**config.mk**
```make
export PLATFORM = sky130hd
export DESIGN_NAME = booth_divider_seq
export DESIGN_NICKNAME = d
export VERILOG_FILES = /design/src/rtl/booth_divider_seq.sv
export SDC_FILE = /design/constraint.sdc
export NUM_CORES = 1
export LEC_CHECK = 0
export CAP_MARGIN = 20
export CORE_ASPECT_RATIO = 0.7
export CORE_MARGIN = 2
export CORE_UTILIZATION = 51
export DETAILED_ROUTE_END_ITERATION = 8
export PLACE_DENSITY = 0.76
export SETUP_SLACK_MARGIN = 0.3
export SYNTH_ARGS = -nofsm -noshare
export SYNTH_HDL_FRONTEND = slang
export SYNTH_SLANG_ARGS = --single-unit
```
**constraint.sdc**
```tcl
create_clock -name clk -period 2.1 [get_ports clk]
set_input_delay 0.42 -clock clk [delete_from_list [all_inputs] [get_ports clk]]
set_output_delay 0.42 -clock clk [all_outputs]
set_load 0.03 [all_outputs]
```
**src/rtl/booth_divider_seq.sv**
```systemverilog
// Sequential signed restoring divider: 2*D_SIZE-bit dividend / D_SIZE-bit divisor, one quotient bit per clock.
// Optional macro BOOTH_DIV_SATURATE_EN: saturate Quotient on overflow instead of forcing it to zero.
module booth_divider_seq #(
  parameter int D_SIZE = 4
) (
  input  logic                  clk,
  input  logic                  rst_n,
  input  logic                  start,
  input  logic [2*D_SIZE-1:0]   Dividend,
  input  logic [D_SIZE-1:0]     Divisor,
  output logic [D_SIZE-1:0]     Quotient,
  output logic [D_SIZE-1:0]     Remainder,
  output logic                  busy,
  output logic                  done,
  output logic                  overflow,
  output logic                  div_by_zero
);

  localparam int W     = 2 * D_SIZE;
  localparam int CNT_W = $clog2(W);
  localparam logic [CNT_W-1:0] LAST  = CNT_W'(W - 1);
  localparam logic signed [W:0] Q_MAX = (W + 1)'(2 ** (D_SIZE - 1) - 1);
  localparam logic signed [W:0] Q_MIN = -((W + 1)'(2 ** (D_SIZE - 1)));

  typedef enum logic [2:0] {
    IDLE,
    CALC,
    ADJ,
    LOAD,
    DONE
  } state_t;

  state_t state, next_state;

  logic [CNT_W-1:0]  count;
  logic [W-1:0]      quo;
  logic [D_SIZE-1:0] rem;
  logic [D_SIZE-1:0] dvs_mag;
  logic              neg_dvd;
  logic              neg_dvs;
  logic              dvs_zero;

  logic [D_SIZE-1:0] q_res;
  logic [D_SIZE-1:0] r_res;
  logic              ov_res;
  logic              dz_res;

  logic [W-1:0]        dvd_mag_in;
  logic [D_SIZE-1:0]   dvs_mag_in;
  logic [D_SIZE:0]     trial;
  logic [W:0]          q_wide;
  logic signed [W:0]   q_signed;
  logic [D_SIZE-1:0]   r_signed;
  logic                q_fits;
  logic [D_SIZE-1:0]   q_adj;
  logic [D_SIZE-1:0]   r_adj;
  logic                ov_adj;
  logic                dz_adj;

  // State register
  always_ff @(posedge clk or negedge rst_n) begin
    if (!rst_n) state <= IDLE;
    else        state <= next_state;
  end

  // Next-state logic
  always_comb begin
    next_state = state;
    case (state)
      IDLE:    if (start) next_state = CALC;
      CALC:    if (count == LAST) next_state = ADJ;
      ADJ:     next_state = LOAD;
      LOAD:    next_state = DONE;
      DONE:    next_state = IDLE;
      default: next_state = IDLE;
    endcase
  end

  // Control outputs decoded from state
  always_comb begin
    busy = 1'b0;
    done = 1'b0;
    case (state)
      CALC, ADJ, LOAD: busy = 1'b1;
      DONE:            done = 1'b1;
      default:         ;
    endcase
  end

  // Magnitudes are unsigned, so the most negative operand maps to 2^(n-1) without wrapping.
  always_comb begin
    dvd_mag_in = Dividend[W-1]      ? (~Dividend + 1'b1) : Dividend;
    dvs_mag_in = Divisor[D_SIZE-1]  ? (~Divisor + 1'b1)  : Divisor;
    trial      = {rem, quo[W-1]} - {1'b0, dvs_mag};
  end

  always_comb begin
    q_wide   = {1'b0, quo};
    q_signed = (neg_dvd ^ neg_dvs) ? -q_wide : q_wide;
    r_signed = neg_dvd ? -rem : rem;
    q_fits   = (q_signed >= Q_MIN) && (q_signed <= Q_MAX);
  end

  always_comb begin
    q_adj  = q_signed[D_SIZE-1:0];
    r_adj  = r_signed;
    ov_adj = 1'b0;
    dz_adj = 1'b0;
    if (dvs_zero) begin
      q_adj  = '0;
      r_adj  = '0;
      dz_adj = 1'b1;
    end else if (!q_fits) begin
      r_adj  = '0;
      ov_adj = 1'b1;
`ifdef BOOTH_DIV_SATURATE_EN
      q_adj  = (neg_dvd ^ neg_dvs) ? Q_MIN[D_SIZE-1:0] : Q_MAX[D_SIZE-1:0];
`else
      q_adj  = '0;
`endif
    end
  end

  // Datapath; a restore keeps the shifted partial remainder, whose top bit is always 0 then.
  always_ff @(posedge clk or negedge rst_n) begin
    if (!rst_n) begin
      count       <= '0;
      quo         <= '0;
      rem         <= '0;
      dvs_mag     <= '0;
      neg_dvd     <= 1'b0;
      neg_dvs     <= 1'b0;
      dvs_zero    <= 1'b0;
      q_res       <= '0;
      r_res       <= '0;
      ov_res      <= 1'b0;
      dz_res      <= 1'b0;
      Quotient    <= '0;
      Remainder   <= '0;
      overflow    <= 1'b0;
      div_by_zero <= 1'b0;
    end else begin
      case (state)
        IDLE: begin
          if (start) begin
            quo      <= dvd_mag_in;
            rem      <= '0;
            dvs_mag  <= dvs_mag_in;
            neg_dvd  <= Dividend[W-1];
            neg_dvs  <= Divisor[D_SIZE-1];
            dvs_zero <= (Divisor == '0);
            count    <= '0;
          end
        end
        CALC: begin
          quo   <= {quo[W-2:0], ~trial[D_SIZE]};
          rem   <= trial[D_SIZE] ? {rem[D_SIZE-2:0], quo[W-1]} : trial[D_SIZE-1:0];
          count <= count + 1'b1;
        end
        ADJ: begin
          q_res  <= q_adj;
          r_res  <= r_adj;
          ov_res <= ov_adj;
          dz_res <= dz_adj;
        end
        LOAD: begin
          Quotient    <= q_res;
          Remainder   <= r_res;
          overflow    <= ov_res;
          div_by_zero <= dz_res;
        end
        default: ;
      endcase
    end
  end

endmodule

```
== Yosys cells after proc, flatten, opt, wreduce, memory -nomap -nowiden ==
Index checks and enable logic that the tools add are counted.

* Bits in latches: 0
* Output and inout bits: 12
* Input port bits: 15
* Memory bits (read-only): 0
* Word-level logic and storage cells: 66
* Memories kept: 0
* RAM bits: 0
* Flip-flop bits (word level): 45

* Bitwise operators: 4
* Multiplexer cells: 23
* Equal/unequal tests: 7
* $lt $le $gt $ge: 2
* Add/sub/neg operators: 6
* Multipliers: 0
* Reduce and logical (&&, ||, !) cells: 8
* Shift operators: 0
* Div/mod/pow operators: 0

{| class="wikitable"
|+ Operators by type and width
! kind !! number
|-
| 4-bit two-way mux || 8
|-
| 8-bit two-way mux || 2
|-
| 8-bit case mux with 2 select lines || 1
|-
| 3-bit case mux with 4 select lines || 1
|-
| 9-bit by 4-bit >= comparator with 1-bit output (second input constant) || 1
|-
| 9-bit by 4-bit less-or-equal comparator with 1-bit output (second input constant) || 1
|-
| 3-bit two-way mux || 3
|-
| 9-bit two-way mux || 1
|-
| 8-bit negation with 9-bit output || 1
|-
| 8-bit by 1-bit adder with 8-bit output (second input constant) || 1
|-
| 8-bit inverter || 1
|-
| 4-bit case mux with 2 select lines || 1
|-
| 3-bit by 2-bit equality test with 1-bit output (second input constant) || 2
|-
| 3-bit equality test (second input constant) || 2
|-
| 3-bit case mux with 2 select lines || 1
|-
| 2-bit AND reduction || 3
|-
| 1-bit two-way mux || 5
|-
| 5-bit by 4-bit subtractor with 5-bit output || 1
|-
| 4-bit by 1-bit adder with 4-bit output (second input constant) || 1
|-
| 4-bit logical NOT || 1
|-
| 2-bit inequality test (second input constant) || 2
|-
| 4-bit negation || 1
|-
| 4-bit inverter || 1
|-
| 3-bit by 1-bit adder with 3-bit output (second input constant) || 1
|-
| 7 further kinds || 7
|}

== Depth between registers and ports, before layout ==
Gate-level depths: netlist (run 1).

* Depth in word-level cells: 6
* Gate-level depth with buffers: 9

== Least setup slack after synthesis (run 1) ==
OpenSTA, ideal clock, no wires.

* Kind: register -> register
* From: register quo[7]
* To: register rem[0]
* Cell stages (with the launch flop): 10
* Data arrival time: 1.967 ns
* Setup time: 0.121 ns
* Data required time: 1.979 ns
* Setup slack: 0.012 ns
* Buffers on the path: 0
* Cells stage by stage: dfrtp_1 > inv_1 > ha_1 > inv_1 > fa_1 > a21o_1 > a21oi_1 > xnor2_1 > mux2i_1 > a22o_1

* Word-level cells in the longest chain between the ends: 3

{| class="wikitable"
|+ Ends and longest elaborated chain
! element !! line !! text
|-
| start, declared || 36 || <nowiki>logic [W-1:0] quo;</nowiki>
|-
| start signal, assigned || 146 || <nowiki>quo <= dvd_mag_in;</nowiki>
|-
| start signal, assigned || 156 || <nowiki>quo <= {quo[W-2:0], ~trial[D_SIZE]};</nowiki>
|-
| 5-bit by 4-bit subtractor with 5-bit output || 94 || <nowiki>trial = {rem, quo[W-1]} - {1'b0, dvs_mag};</nowiki>
|-
| 4-bit two-way mux (*) || 157 || <nowiki>rem <= trial[D_SIZE] ? {rem[D_SIZE-2:0], quo[W-1]} : trial[D_SIZE-1:0];</nowiki>
|-
| 4-bit case mux with 2 select lines (*) || 143 || <nowiki>case (state)</nowiki>
|-
| end signal, assigned || 157 ||
|-
| end, declared || 37 || <nowiki>logic [D_SIZE-1:0] rem;</nowiki>
|}

Mark *: on every way between the ends. The rest lies on a longest branch, timed or not.
A chain may end at the register's enable or synchronous reset.

== Worst setup path after layout (run 1) ==
Ends and elaborated chain as after synthesis.

==> run_summary.xml, run 1 <==
<?xml version="1.0" encoding="UTF-8"?>
<metrics>
  <group name="cts">
    <metric name="number_of_buffers_on_the_longest_clock_path" unit="">2</metric>
    <metric name="cts.root.buffer_cell" unit="">clkbuf_8</metric>
    <metric name="clkTransAtPathRegs" unit="ps">90</metric>
    <metric name="cts_tree" unit="">built</metric>
    <metric name="tritoncts.num_buffers" unit="">5</metric>
    <metric name="htree_levels" unit="">2</metric>
    <metric name="clk-insertion-delay-late" unit="ps">300</metric>
    <metric name="tritoncts_num_sinks" unit="">45</metric>
  </group>
  <group name="sta">
    <metric name="period_needed" unit="ps">2031</metric>
    <metric name="timing.final.hold_violations" unit="">0</metric>
    <metric name="fmax" unit="GHz">0.4924</metric>
    <metric name="post-route-period-util" unit="">0.9671</metric>
    <metric name="max-slew-margin-rel" unit="">0.5874</metric>
    <metric name="finalSetupTns" unit="ps">0</metric>
    <metric name="worstMarginPinSlew" unit="ps">618.2</metric>
    <metric name="setup_viol" unit="">0</metric>
    <metric name="timing.final.ws_setup" unit="ps">69.08</metric>
    <metric name="timing.clock.skew" unit="ps">8.604</metric>
    <metric name="rsz0062_at_grt" unit="">yes</metric>
    <metric name="finalMaxSlewViolations" unit="">0</metric>
  </group>
  <group name="critical_path">
    <metric name="cp_startpoint_kind" unit="">flip-flop</metric>
    <metric name="worstSetupPathType" unit="">reg -&gt; reg</metric>
    <metric name="worst-r2r-setup-slack" unit="ps">70</metric>
    <metric name="worstReg2RegEnd" unit="">rem[0]$_DFFE_PN0P_</metric>
    <metric name="critical_path.most_common_cell" unit="">inv_2</metric>
    <metric name="crit_arrival" unit="ps">2270</metric>
    <metric name="maximum_cell_stage_delay_along_the_critical_path" unit="ps">410</metric>
    <metric name="rr_worst_depth" unit="">9</metric>
    <metric name="r2r-start" unit="">quo[7]$_DFFE_PN0P_</metric>
    <metric name="critical-path-slowest-cell" unit="">dfrtp_1</metric>
    <metric name="crit_path_max_fanout" unit="">6</metric>
    <metric name="timing.critical_path.cells" unit="">inv_2 -&gt; ha_4 -&gt; inv_2 -&gt; fa_2 -&gt; a21o_1 -&gt; a21oi_4 -&gt; xnor2_4 -&gt; mux2i_1 -&gt; a22o_1</metric>
    <metric name="critPathRequiredTime" unit="ps">2340</metric>
    <metric name="nature_of_the_critical_path_endpoint" unit="">flip-flop</metric>
  </group>
  <group name="place">
    <metric name="number_of_port_buffers" unit="">26</metric>
    <metric name="postPlaceCellArea" unit="sq um">2995</metric>
    <metric name="dp.cells" unit="">373</metric>
    <metric name="finalWeightedCongestion" unit="">0.7911</metric>
    <metric name="detailedPlacementHpwl" unit="um">3852</metric>
    <metric name="placement.setup.worst_slack" unit="ps">-10.89</metric>
  </group>
  <group name="final_layout">
    <metric name="finalInstanceArea" unit="sq um">3256</metric>
    <metric name="multi_input_area" unit="sq um">1444</metric>
    <metric name="most_common_cell_after_layout_fill_and_taps_aside" unit="">nand2_1</metric>
    <metric name="drive_gt1_frac" unit="">0.1889</metric>
    <metric name="area_delta_synth_final" unit="%">26.37</metric>
    <metric name="mostFrequentLayoutCells" unit="">nand2_1, dfrtp_1, clkdlybuf4s50_1, buf_4, nor2_1</metric>
    <metric name="num_antenna_cells" unit="">0</metric>
    <metric name="seqCellArea" unit="sq um">1129</metric>
    <metric name="layout.filler_cells" unit="">392</metric>
    <metric name="design.final.nets" unit="">350</metric>
    <metric name="final_cells" unit="">392</metric>
  </group>
  <group name="route">
    <metric name="detail_route.wirelength" unit="um">5736</metric>
    <metric name="vias_per_cell" unit="">5.505</metric>
    <metric name="ant_nets" unit="">0</metric>
    <metric name="drt_iter0_markers" unit="">120</metric>
    <metric name="drt_first_pass_iters" unit="">4</metric>
    <metric name="drc" unit="">0</metric>
    <metric name="vias" unit="">2158</metric>
    <metric name="drt-wirelength-per-cell" unit="um">14.63</metric>
  </group>
  <group name="floorplan">
    <metric name="core_outline_area" unit="sq um">4835</metric>
    <metric name="rows" unit="">21</metric>
    <metric name="fp.dieArea" unit="sq um">5645</metric>
    <metric name="starting_utilization_of_the_core_area" unit="">0.5329</metric>
    <metric name="fp.dieH" unit="um">63.47</metric>
    <metric name="die_width" unit="um">88.95</metric>
    <metric name="floorplan.io_pins" unit="">27</metric>
  </group>
  <group name="global_routing">
    <metric name="antenna_found_initial" unit="">0</metric>
    <metric name="grt_pass1_wl" unit="um">9936</metric>
    <metric name="global_route_total_usage_across_every_layer" unit="">0.2282</metric>
    <metric name="grt_overflow" unit="">0</metric>
    <metric name="grt_start_max_net_pins" unit="">46</metric>
    <metric name="first_global_vias" unit="">2116</metric>
  </group>
  <group name="run">
    <metric name="cap_violations" unit="">0</metric>
  </group>
  <group name="logic_synthesis">
    <metric name="synth.yosys.seq_area_share" unit="">0.4371</metric>
    <metric name="post_synth.cell_area_avg" unit="sq um">9.334</metric>
    <metric name="ys_warn_count" unit="">0</metric>
    <metric name="mapped_area" unit="sq um">2576</metric>
    <metric name="synth_enable_flop_cells" unit="">0</metric>
    <metric name="synthesis.nets" unit="">303</metric>
    <metric name="post_synthesis_register_bit_count" unit="">45</metric>
    <metric name="synth.area.top_cells" unit="">dfrtp_1, nand2_1, ha_1</metric>
    <metric name="yosysTopAreaCellShare" unit="">0.4371</metric>
    <metric name="yosysUniqueCellTypes" unit="">50</metric>
    <metric name="post_synth_inst_count" unit="">276</metric>
    <metric name="postSynth.asyncResetShare" unit="">1.000</metric>
    <metric name="synth_top_cell_by_area" unit="">dfrtp_1</metric>
    <metric name="ys_dominant_reg_cell" unit="">dfrtp_1</metric>
  </group>
  <group name="power_and_ir_drop">
    <metric name="power_density" unit="nW/um^2">1612</metric>
    <metric name="cellLeakagePower" unit="uW">0.001470</metric>
    <metric name="vdd_drop_max" unit="uV">905.6</metric>
  </group>
  <group name="hold_path">
    <metric name="min-delay-path-class" unit="">in -&gt; async</metric>
  </group>
  <group name="outcome">
    <metric name="run_status" unit="">finished clean</metric>
  </group>
</metrics>
==> worst max-delay path by stage <==
stage                       startpoint                 end  cells past startpoint
floorplan           quo[7]$_DFFE_PN0P_  rem[0]$_DFFE_PN0P_                      9
detailed placement               start  quo[2]$_DFFE_PN0P_                      5
CTS                 quo[7]$_DFFE_PN0P_  rem[2]$_DFFE_PN0P_                      9
global route        quo[7]$_DFFE_PN0P_  rem[0]$_DFFE_PN0P_                      9
finish              quo[7]$_DFFE_PN0P_  rem[0]$_DFFE_PN0P_                      9
global placement                 start  quo[0]$_DFFE_PN0P_                      4
==> kinds of logic after synthesis <==
| logic type | count (synthesis) | synth area share |
|---|---|---|
| buf+inv | 27 | 0.04031 |
| xor+xnor | 13 | 0.05148 |
| fa+ha+maj | 12 | 0.06119 |
| mux | 7 | 0.02768 |
| flops | 45 | 0.4371 |
| simple gates | 112 | 0.2108 |
| compound gates | 60 | 0.1715 |
==> stage by stage <==
step | total power [uW] | util | hold WS [ps]
after CTS | 5154 | 0.6672 | 209.6
after global placement | 4068 | 0.6196 | 451.3
final | 5247 | 0.6734 | 192.5
after global routing | 5646 | 0.6734 | 251.0
after detailed placement | 4172 | 0.6196 | 456.5
after floorplan | 3443 | - | 124.4
==> registers in the layout (all words and copies together), names as in the netlist <==
signal	count
Quotient	4
dvs_mag	4
dvs_zero	1
count	3
neg_dvs	1
rem	4
q_res	4
quo	8
Remainder	4
state	3
overflow	1
r_res	4
div_by_zero	1
ov_res	1
neg_dvd	1
dz_res	1
==> routing by layer <==
metal,global-route usage,up-vias,share of wire
li1,-,1056,-
met1,0.3342,1039,0.47
met5,0,-,0
met2,0.3470,56,0.48
met4,0.05784,0,0.011
met3,0.04718,7,0.047
==> Yosys cell counts (all sizes together) (2+ instances only) <==
master	count
a21oi	8
a22o	4
a22oi	5
a32oi	6
buf	2
clkbuf	9
dfrtp	45
ha	11
inv	16
mux2i	6
nand2	63
nand2b	3
nand3b	5
nand4	2
nor2	18
nor2b	4
nor3	3
nor4	3
nor4b	4
o211ai	2
o21ai	20
o31ai	4
or2	2
or3	2
xnor2	6
xor2	7
==> power by group <==
| part | internal (uW) | total (uW) | switching [uW] |
|---|---|---|---|
| combinational | 1400 | 2990 | 1590 |
| clock | 346 | 637 | 291 |
| sequential | 1230 | 1620 | 390 |
==> critical path: cells and delay by family, from the launching register on <==
| kind | cells | cell delay, ps |
|---|---|---|
| buffers and inverters | 2 | 140 |
| AO/OA/AOI/OAI | 3 | 520 |
| flip-flops | 1 | 410 |
| XOR/XNOR | 1 | 180 |
| adder cells (fa/ha/maj) | 2 | 480 |
| multiplexers | 1 | 240 |
==> repair_timing <==
item	in CTS	in global routing
endpoints found under the setup margin	17	16
hold buffers	0	0
buffers inserted	9	2
pin swaps	12	5
resized for setup	13	8
gates cloned	1	0
==> area by class of cell <==
class,count,share of cell area
multi-input cells,205,0.4435
flip-flops and latches,45,0.3467
repair buffers,50,0.1330
well taps,69,0.02652
clock buffers,5,0.02114
inverters,16,0.01845
clock inverters,2,0.01076
No activity file was read; power rests on OpenSTA's default activity.
==> inputs of run 2 (changes only) <==
--- a/config.mk
+++ b/config.mk
@@ -8,9 +8,9 @@
 export CAP_MARGIN = 20
 export CORE_ASPECT_RATIO = 0.7
 export CORE_MARGIN = 2
-export CORE_UTILIZATION = 51
+export CORE_UTILIZATION = 40
 export DETAILED_ROUTE_END_ITERATION = 8
-export PLACE_DENSITY = 0.76
+export PLACE_DENSITY = 0.73
 export SETUP_SLACK_MARGIN = 0.3
 export SYNTH_ARGS = -nofsm -noshare
 export SYNTH_HDL_FRONTEND = slang
==> run 2 against run 1 <==
Compared with the run above: sequential share of layout area fell by 0.64 points; total power rose by 0.90%; flip-flop and latch count did not move; final area rose by 1.8%; die area rose by 26%; maximum frequency rose by 0.31%; critical endpoint unchanged.
==> run_summary.xml, run 2 (synthesis results as in run 1) <==
<?xml version="1.0" encoding="UTF-8"?>
<metrics>
  <group name="route">
    <metric name="drt_iter0_markers" unit="">99</metric>
    <metric name="drc" unit="">0</metric>
    <metric name="detail_route.wirelength" unit="um">5921</metric>
    <metric name="vias" unit="">2172</metric>
    <metric name="drt-wirelength-per-cell" unit="um">14.69</metric>
    <metric name="drt_first_pass_iters" unit="">4</metric>
    <metric name="vias_per_cell" unit="">5.390</metric>
    <metric name="ant_nets" unit="">0</metric>
  </group>
  <group name="final_layout">
    <metric name="mostFrequentLayoutCells" unit="">nand2_1, dfrtp_1, clkdlybuf4s50_1</metric>
    <metric name="design.final.nets" unit="">351</metric>
    <metric name="registers.top_by_ff_count" unit="">quo</metric>
    <metric name="most_common_cell_after_layout_fill_and_taps_aside" unit="">nand2_1</metric>
    <metric name="num_antenna_cells" unit="">0</metric>
    <metric name="finalInstanceArea" unit="sq um">3313</metric>
    <metric name="largest_register_ff_count" unit="">8</metric>
    <metric name="fin_util" unit="">0.5330</metric>
    <metric name="area_delta_synth_final" unit="%">28.61</metric>
    <metric name="drive_gt1_frac" unit="">0.1908</metric>
  </group>
  <group name="global_routing">
    <metric name="use_met2" unit="">0.2958</metric>
    <metric name="grt_start_max_net_pins" unit="">45</metric>
    <metric name="first_global_vias" unit="">2196</metric>
    <metric name="grtUsageMet1" unit="">0.2475</metric>
    <metric name="top_usage_layer_grt" unit="">met2</metric>
    <metric name="global_route_total_usage_across_every_layer" unit="">0.1803</metric>
    <metric name="gr-usage-met3" unit="">0.03557</metric>
    <metric name="grt_pass1_wl" unit="um">10210</metric>
    <metric name="grt_overflow" unit="">0</metric>
    <metric name="antenna_found_initial" unit="">0</metric>
  </group>
  <group name="sta">
    <metric name="period_needed" unit="ps">2025</metric>
    <metric name="rsz0062_at_grt" unit="">yes</metric>
    <metric name="worstMarginPinSlew" unit="ps">596.9</metric>
    <metric name="post-route-period-util" unit="">0.9641</metric>
    <metric name="finalMaxSlewViolations" unit="">0</metric>
    <metric name="setup_viol" unit="">0</metric>
    <metric name="timing.final.ws_setup" unit="ps">75.29</metric>
    <metric name="worst_hold_slack" unit="ps">431.4</metric>
    <metric name="timing.clock.skew" unit="ps">4.902</metric>
    <metric name="timing.final.hold_violations" unit="">0</metric>
    <metric name="fmax" unit="GHz">0.4939</metric>
    <metric name="max-slew-margin-rel" unit="">0.6016</metric>
    <metric name="finalSetupTns" unit="ps">0</metric>
  </group>
  <group name="place">
    <metric name="placement.setup.worst_slack" unit="ps">4.170</metric>
    <metric name="postPlaceCellArea" unit="sq um">3027</metric>
    <metric name="detailedPlacementHpwl" unit="um">4024</metric>
    <metric name="number_of_port_buffers" unit="">26</metric>
    <metric name="finalWeightedCongestion" unit="">0.7840</metric>
  </group>
  <group name="critical_path">
    <metric name="critical-path-slowest-cell" unit="">dfrtp_1</metric>
    <metric name="maximum_cell_stage_delay_along_the_critical_path" unit="ps">420</metric>
    <metric name="r2r-start" unit="">quo[7]$_DFFE_PN0P_</metric>
    <metric name="critical-path-top-delay-family" unit="">compound AO/OA/AOI/OAI gates</metric>
    <metric name="worstSetupPathType" unit="">reg -&gt; reg</metric>
    <metric name="rr_worst_depth" unit="">9</metric>
    <metric name="worst-r2r-setup-slack" unit="ps">80</metric>
    <metric name="crit_arrival" unit="ps">2260</metric>
    <metric name="worstReg2RegEnd" unit="">rem[0]$_DFFE_PN0P_</metric>
    <metric name="cp_startpoint_kind" unit="">flip-flop</metric>
    <metric name="critical_path.most_common_cell" unit="">inv_2</metric>
    <metric name="nature_of_the_critical_path_endpoint" unit="">flip-flop</metric>
    <metric name="timing.critical_path.cells" unit="">inv_2 -&gt; ha_4 -&gt; inv_2 -&gt; fa_2 -&gt; a21o_1 -&gt; a21oi_4 -&gt; xnor2_4 -&gt; mux2i_1 -&gt; a22o_1</metric>
    <metric name="crit_path_max_fanout" unit="">6</metric>
    <metric name="critPathRequiredTime" unit="ps">2340</metric>
    <metric name="critPathBufInv" unit="">2</metric>
  </group>
  <group name="cts">
    <metric name="cts_tree" unit="">built</metric>
    <metric name="clkTransAtPathRegs" unit="ps">90</metric>
    <metric name="cts.root.buffer_cell" unit="">clkbuf_8</metric>
    <metric name="number_of_buffers_on_the_longest_clock_path" unit="">2</metric>
    <metric name="htree_levels" unit="">2</metric>
    <metric name="tritoncts.num_buffers" unit="">5</metric>
    <metric name="clk-insertion-delay-late" unit="ps">300</metric>
    <metric name="tritoncts_num_sinks" unit="">45</metric>
  </group>
  <group name="floorplan">
    <metric name="floorplan.io_pins" unit="">27</metric>
    <metric name="fp.dieH" unit="um">71.15</metric>
    <metric name="fp.dieArea" unit="sq um">7109</metric>
    <metric name="core_outline_area" unit="sq um">6216</metric>
    <metric name="rows" unit="">24</metric>
    <metric name="starting_utilization_of_the_core_area" unit="">0.4145</metric>
    <metric name="die_width" unit="um">99.92</metric>
  </group>
  <group name="run">
    <metric name="cap_violations" unit="">0</metric>
  </group>
  <group name="outcome">
    <metric name="run_status" unit="">finished clean</metric>
  </group>
  <group name="hold_path">
    <metric name="min-delay-path-class" unit="">in -&gt; async</metric>
  </group>
  <group name="power_and_ir_drop">
    <metric name="cellLeakagePower" unit="uW">0.001498</metric>
    <metric name="vdd_drop_max" unit="uV">542.0</metric>
    <metric name="power_density" unit="nW/um^2">1598</metric>
  </group>
</metrics>
[run 2: cell types whose count changed in the layout (fill, tap and decap cells not counted), sizes merged]
cell,delta
dlygate4sd3,+1
clkdlybuf4s50,-1
dlymetal6s2s,+1
clkbuf,+2
clkinv,-1
clkinvlp,+1
dlygate4sd2,-1
[run 2: worst max path at each step]
stage,from,to,slack (ps),cells after the start
global route,quo[7]$_DFFE_PN0P_,rem[0]$_DFFE_PN0P_,20,9
detailed placement,start,quo[2]$_DFFE_PN0P_,4,5
floorplan,quo[7]$_DFFE_PN0P_,rem[0]$_DFFE_PN0P_,160,9
finish,quo[7]$_DFFE_PN0P_,rem[0]$_DFFE_PN0P_,80,9
global placement,start,quo[0]$_DFFE_PN0P_,60,4
CTS,quo[7]$_DFFE_PN0P_,rem[0]$_DFFE_PN0P_,90,9
[run 2: stage by stage]
stage          total power [uW]  cells
2_1_floorplan              3443    276
3_3_place_gp               4107    383
3_5_place_dp               4217    383
4_1_cts                    5157    399
5_1_grt                    5712    403
6_report                   5295    403
[run 2: layout make-up]
| cell class | count | area [sq um] |
|---|---|---|
| clock buffer | 6 | 82.58 |
| clock inverter | 2 | 37.54 |
| fill | 559 | 2903 |
| inverter | 16 | 60.06 |
| multi-input combinational | 205 | 1450 |
| sequential | 45 | 1127 |
| tap | 78 | 97.59 |
| timing repair buffer | 51 | 457.9 |
[run 2: timing repair]
action                     CTS  global route
setup endpoints to repair   17            17
hold endpoints to repair     1             0
setup buffers                6             4
cloned                       1             0
gates resized for setup     12            13
pin swaps                   14             8
hold buffers                 1             0
[run 2: worst reg2reg max path: stages (launching register included)]
cell and delay [ps]:
dfrtp_1 420, inv_2 100, ha_4 150, inv_2 40
fa_2 340, a21o_1 190, a21oi_4 170, xnor2_4 180
mux2i_1 220, a22o_1 150
[run 2: power by group]
group          internal [uW]  switching (uW)
clock network            387             305
registers               1230             381
logic                   1390            1600
[run 2: routing by layer]
layer | vias to the layer above | part of all wire
met5 | - | 0
met4 | 0 | 0.013
met3 | 11 | 0.039
met2 | 29 | 0.47
met1 | 1074 | 0.47
li1 | 1058 | -
==> inputs of run 3 (changes only) <==
--- a/config.mk
+++ b/config.mk
@@ -15,3 +15,4 @@
 export SYNTH_ARGS = -nofsm -noshare
 export SYNTH_HDL_FRONTEND = slang
 export SYNTH_SLANG_ARGS = --single-unit
+export TNS_END_PERCENT = 1
==> run 3 against run 2 <==
Compared with the run above: clock-buffer cell count down 1; via count down 1.6%; final cell count down 2.7%; critical path depth down 2; final area down 3.5%; sequential share of layout area up 1.3 points; worst hold slack worse by 350 ps; register-to-register slack worse by 30 ps; sequential power about the same; maximum frequency down 1.4%; total power down 6.1%; die area unchanged.
==> run_summary.xml, run 3 (synthesis results as in run 1) <==
<?xml version="1.0" encoding="UTF-8"?>
<metrics>
  <group name="sta">
    <metric name="max-slew-margin-rel" unit="">0.5932</metric>
    <metric name="worstMarginPinSlew" unit="ps">609.5</metric>
    <metric name="timing.final.hold_violations" unit="">0</metric>
    <metric name="worst_hold_slack" unit="ps">78.20</metric>
    <metric name="post-route-period-util" unit="">0.9779</metric>
    <metric name="period_needed" unit="ps">2054</metric>
    <metric name="setup_viol" unit="">0</metric>
    <metric name="fmax" unit="GHz">0.4870</metric>
    <metric name="finalMaxSlewViolations" unit="">0</metric>
    <metric name="timing.clock.skew" unit="ps">15.16</metric>
    <metric name="rsz0062_at_grt" unit="">yes</metric>
  </group>
  <group name="route">
    <metric name="drt_iter0_markers" unit="">112</metric>
    <metric name="vias" unit="">2137</metric>
    <metric name="drt-wirelength-per-cell" unit="um">14.77</metric>
    <metric name="ant_nets" unit="">0</metric>
    <metric name="vias_per_cell" unit="">5.452</metric>
    <metric name="detail_route.wirelength" unit="um">5790</metric>
    <metric name="drt_first_pass_iters" unit="">4</metric>
    <metric name="drc" unit="">0</metric>
  </group>
  <group name="floorplan">
    <metric name="starting_utilization_of_the_core_area" unit="">0.4145</metric>
    <metric name="fp.dieArea" unit="sq um">7109</metric>
    <metric name="die_width" unit="um">99.92</metric>
    <metric name="core_outline_area" unit="sq um">6216</metric>
    <metric name="floorplan.io_pins" unit="">27</metric>
    <metric name="fp.dieH" unit="um">71.15</metric>
    <metric name="rows" unit="">24</metric>
  </group>
  <group name="cts">
    <metric name="clk-insertion-delay-late" unit="ps">320</metric>
    <metric name="number_of_buffers_on_the_longest_clock_path" unit="">2</metric>
    <metric name="cts_hold_repair.buffers" unit="">0</metric>
    <metric name="cts.root.buffer_cell" unit="">clkbuf_8</metric>
    <metric name="cts_tree" unit="">built</metric>
    <metric name="tritoncts.num_buffers" unit="">5</metric>
    <metric name="htree_levels" unit="">2</metric>
    <metric name="clkTransAtPathRegs" unit="ps">100</metric>
    <metric name="tritoncts_num_sinks" unit="">45</metric>
  </group>
  <group name="outcome">
    <metric name="run_status" unit="">finished clean</metric>
  </group>
  <group name="final_layout">
    <metric name="mostFrequentLayoutCells" unit="">nand2_1, dfrtp_1, o21ai_1</metric>
    <metric name="final_cells" unit="">392</metric>
    <metric name="largest_register_ff_count" unit="">8</metric>
    <metric name="area_delta_synth_final" unit="%">24.14</metric>
    <metric name="design.final.nets" unit="">340</metric>
    <metric name="registers.top_by_ff_count" unit="">quo</metric>
    <metric name="most_common_cell_after_layout_fill_and_taps_aside" unit="">nand2_1</metric>
    <metric name="drive_gt1_frac" unit="">0.1497</metric>
    <metric name="layout.filler_cells" unit="">578</metric>
    <metric name="num_antenna_cells" unit="">0</metric>
  </group>
  <group name="critical_path">
    <metric name="critical-path-slowest-cell" unit="">a2111oi_4</metric>
    <metric name="worstSetupPathType" unit="">reg -&gt; reg</metric>
    <metric name="crit_arrival" unit="ps">2270</metric>
    <metric name="cp_startpoint_kind" unit="">flip-flop</metric>
    <metric name="nature_of_the_critical_path_endpoint" unit="">flip-flop</metric>
    <metric name="crit_path_max_fanout" unit="">5</metric>
    <metric name="critPathRequiredTime" unit="ps">2320</metric>
    <metric name="timing.critical_path.cells" unit="">inv_1 -&gt; ha_4 -&gt; nor2b_4 -&gt; nand4bb_1 -&gt; a2111oi_4 -&gt; o211ai_4 -&gt; a22o_1</metric>
    <metric name="maximum_cell_stage_delay_along_the_critical_path" unit="ps">530</metric>
  </group>
  <group name="place">
    <metric name="number_of_port_buffers" unit="">26</metric>
    <metric name="detailedPlacementHpwl" unit="um">4107</metric>
    <metric name="dp.cells" unit="">381</metric>
    <metric name="finalWeightedCongestion" unit="">0.7744</metric>
  </group>
  <group name="global_routing">
    <metric name="antenna_found_initial" unit="">0</metric>
    <metric name="first_global_vias" unit="">2048</metric>
    <metric name="global_route_total_usage_across_every_layer" unit="">0.1710</metric>
    <metric name="grt_start_max_net_pins" unit="">46</metric>
    <metric name="grt_overflow" unit="">0</metric>
    <metric name="grt_pass1_wl" unit="um">9660</metric>
  </group>
  <group name="power_and_ir_drop">
    <metric name="power_density" unit="nW/um^2">1555</metric>
    <metric name="vdd_drop_max" unit="uV">545.9</metric>
    <metric name="cellLeakagePower" unit="uW">0.001556</metric>
  </group>
  <group name="run">
    <metric name="cap_violations" unit="">0</metric>
  </group>
  <group name="hold_path">
    <metric name="min-delay-path-class" unit="">in -&gt; async</metric>
  </group>
</metrics>
-- run 3: timing repair --
| action | 4_1_cts | 5_1_grt |
|---|---|---|
| setup buffers | 2 | 0 |
| pin swaps | 4 | 8 |
| cloned | 1 | 0 |
| gates resized for setup | 10 | 16 |
| endpoints found under the setup margin | 18 | 34 |
-- run 3: power by group --
group / total, uW / switching [uW] / internal [uW]
logic: 2650 / 1470 / 1180
clock network: 704 / 339 / 365
registers: 1620 / 388 / 1230
total: 4970 / 2200 / 2770
-- run 3: per-stage QoR --
step           total power [uW]  worst slack, ps    util  TNS [ps]  area, sq um
3_3_place_gp               4033            35.49  0.4829         0         3002
6_report                   4973            46.44  0.5145         0         3198
5_1_grt                    5344            12.69  0.5145         0         3198
3_5_place_dp               4157           -41.60  0.4829    -66.16         3002
4_1_cts                    4972            94.85  0.5115         0         3179
2_1_floorplan              3421            161.5       -         0         2590
-- run 3: worst max-delay path, delay by kind of cell (launching register included) --
kind | cells | cell delay (ps)
simple gates | 2 | 330
flops | 1 | 400
compound gates | 3 | 900
buf+inv | 1 | 150
fa+ha+maj | 1 | 180
-- run 3: area by class of cell --
cell class | instances | area [sq um] | share of cell area
Multi-Input combinational cell | 205 | 1410 | 0.4409
Sequential cell | 45 | 1129 | 0.3529
Timing Repair Buffer | 40 | 382.9 | 0.1197
Tap cell | 78 | 97.59 | 0.03052
Clock buffer | 5 | 68.82 | 0.02152
Inverter | 16 | 60.06 | 0.01878
Clock inverter | 3 | 50.05 | 0.01565
-- run 3: worst paths after layout --
path | from | end | slack [ps] | depth (start not counted)
hold / removal | rst_n | q_res[2]$_DFFE_PN0P_ | 80 | 2
hold reg to reg | q_res[3]$_DFFE_PN0P_ | Quotient[3]$_DFFE_PN0P_ | 480 | 2
max in group asynchronous | rst_n | state[0]$_DFFE_PN0P_ | 1790 | 2
min in group clk | q_res[3]$_DFFE_PN0P_ | Quotient[3]$_DFFE_PN0P_ | 480 | 2
setup reg to reg | quo[0]$_DFFE_PN0P_ | ov_res$_DFFE_PN0P_ | 50 | 7
setup / recovery | quo[0]$_DFFE_PN0P_ | ov_res$_DFFE_PN0P_ | 50 | 7
-- run 3: metal layers --
metal | vias to the layer above | track usage | share of wire
li1 | 1041 | - | -
met1 | 1053 | 0.2313 | 0.48
met2 | 36 | 0.2763 | 0.47
met3 | 7 | 0.04249 | 0.040
met4 | 0 | 0.04718 | 0.0083
met5 | - | 0 | 0
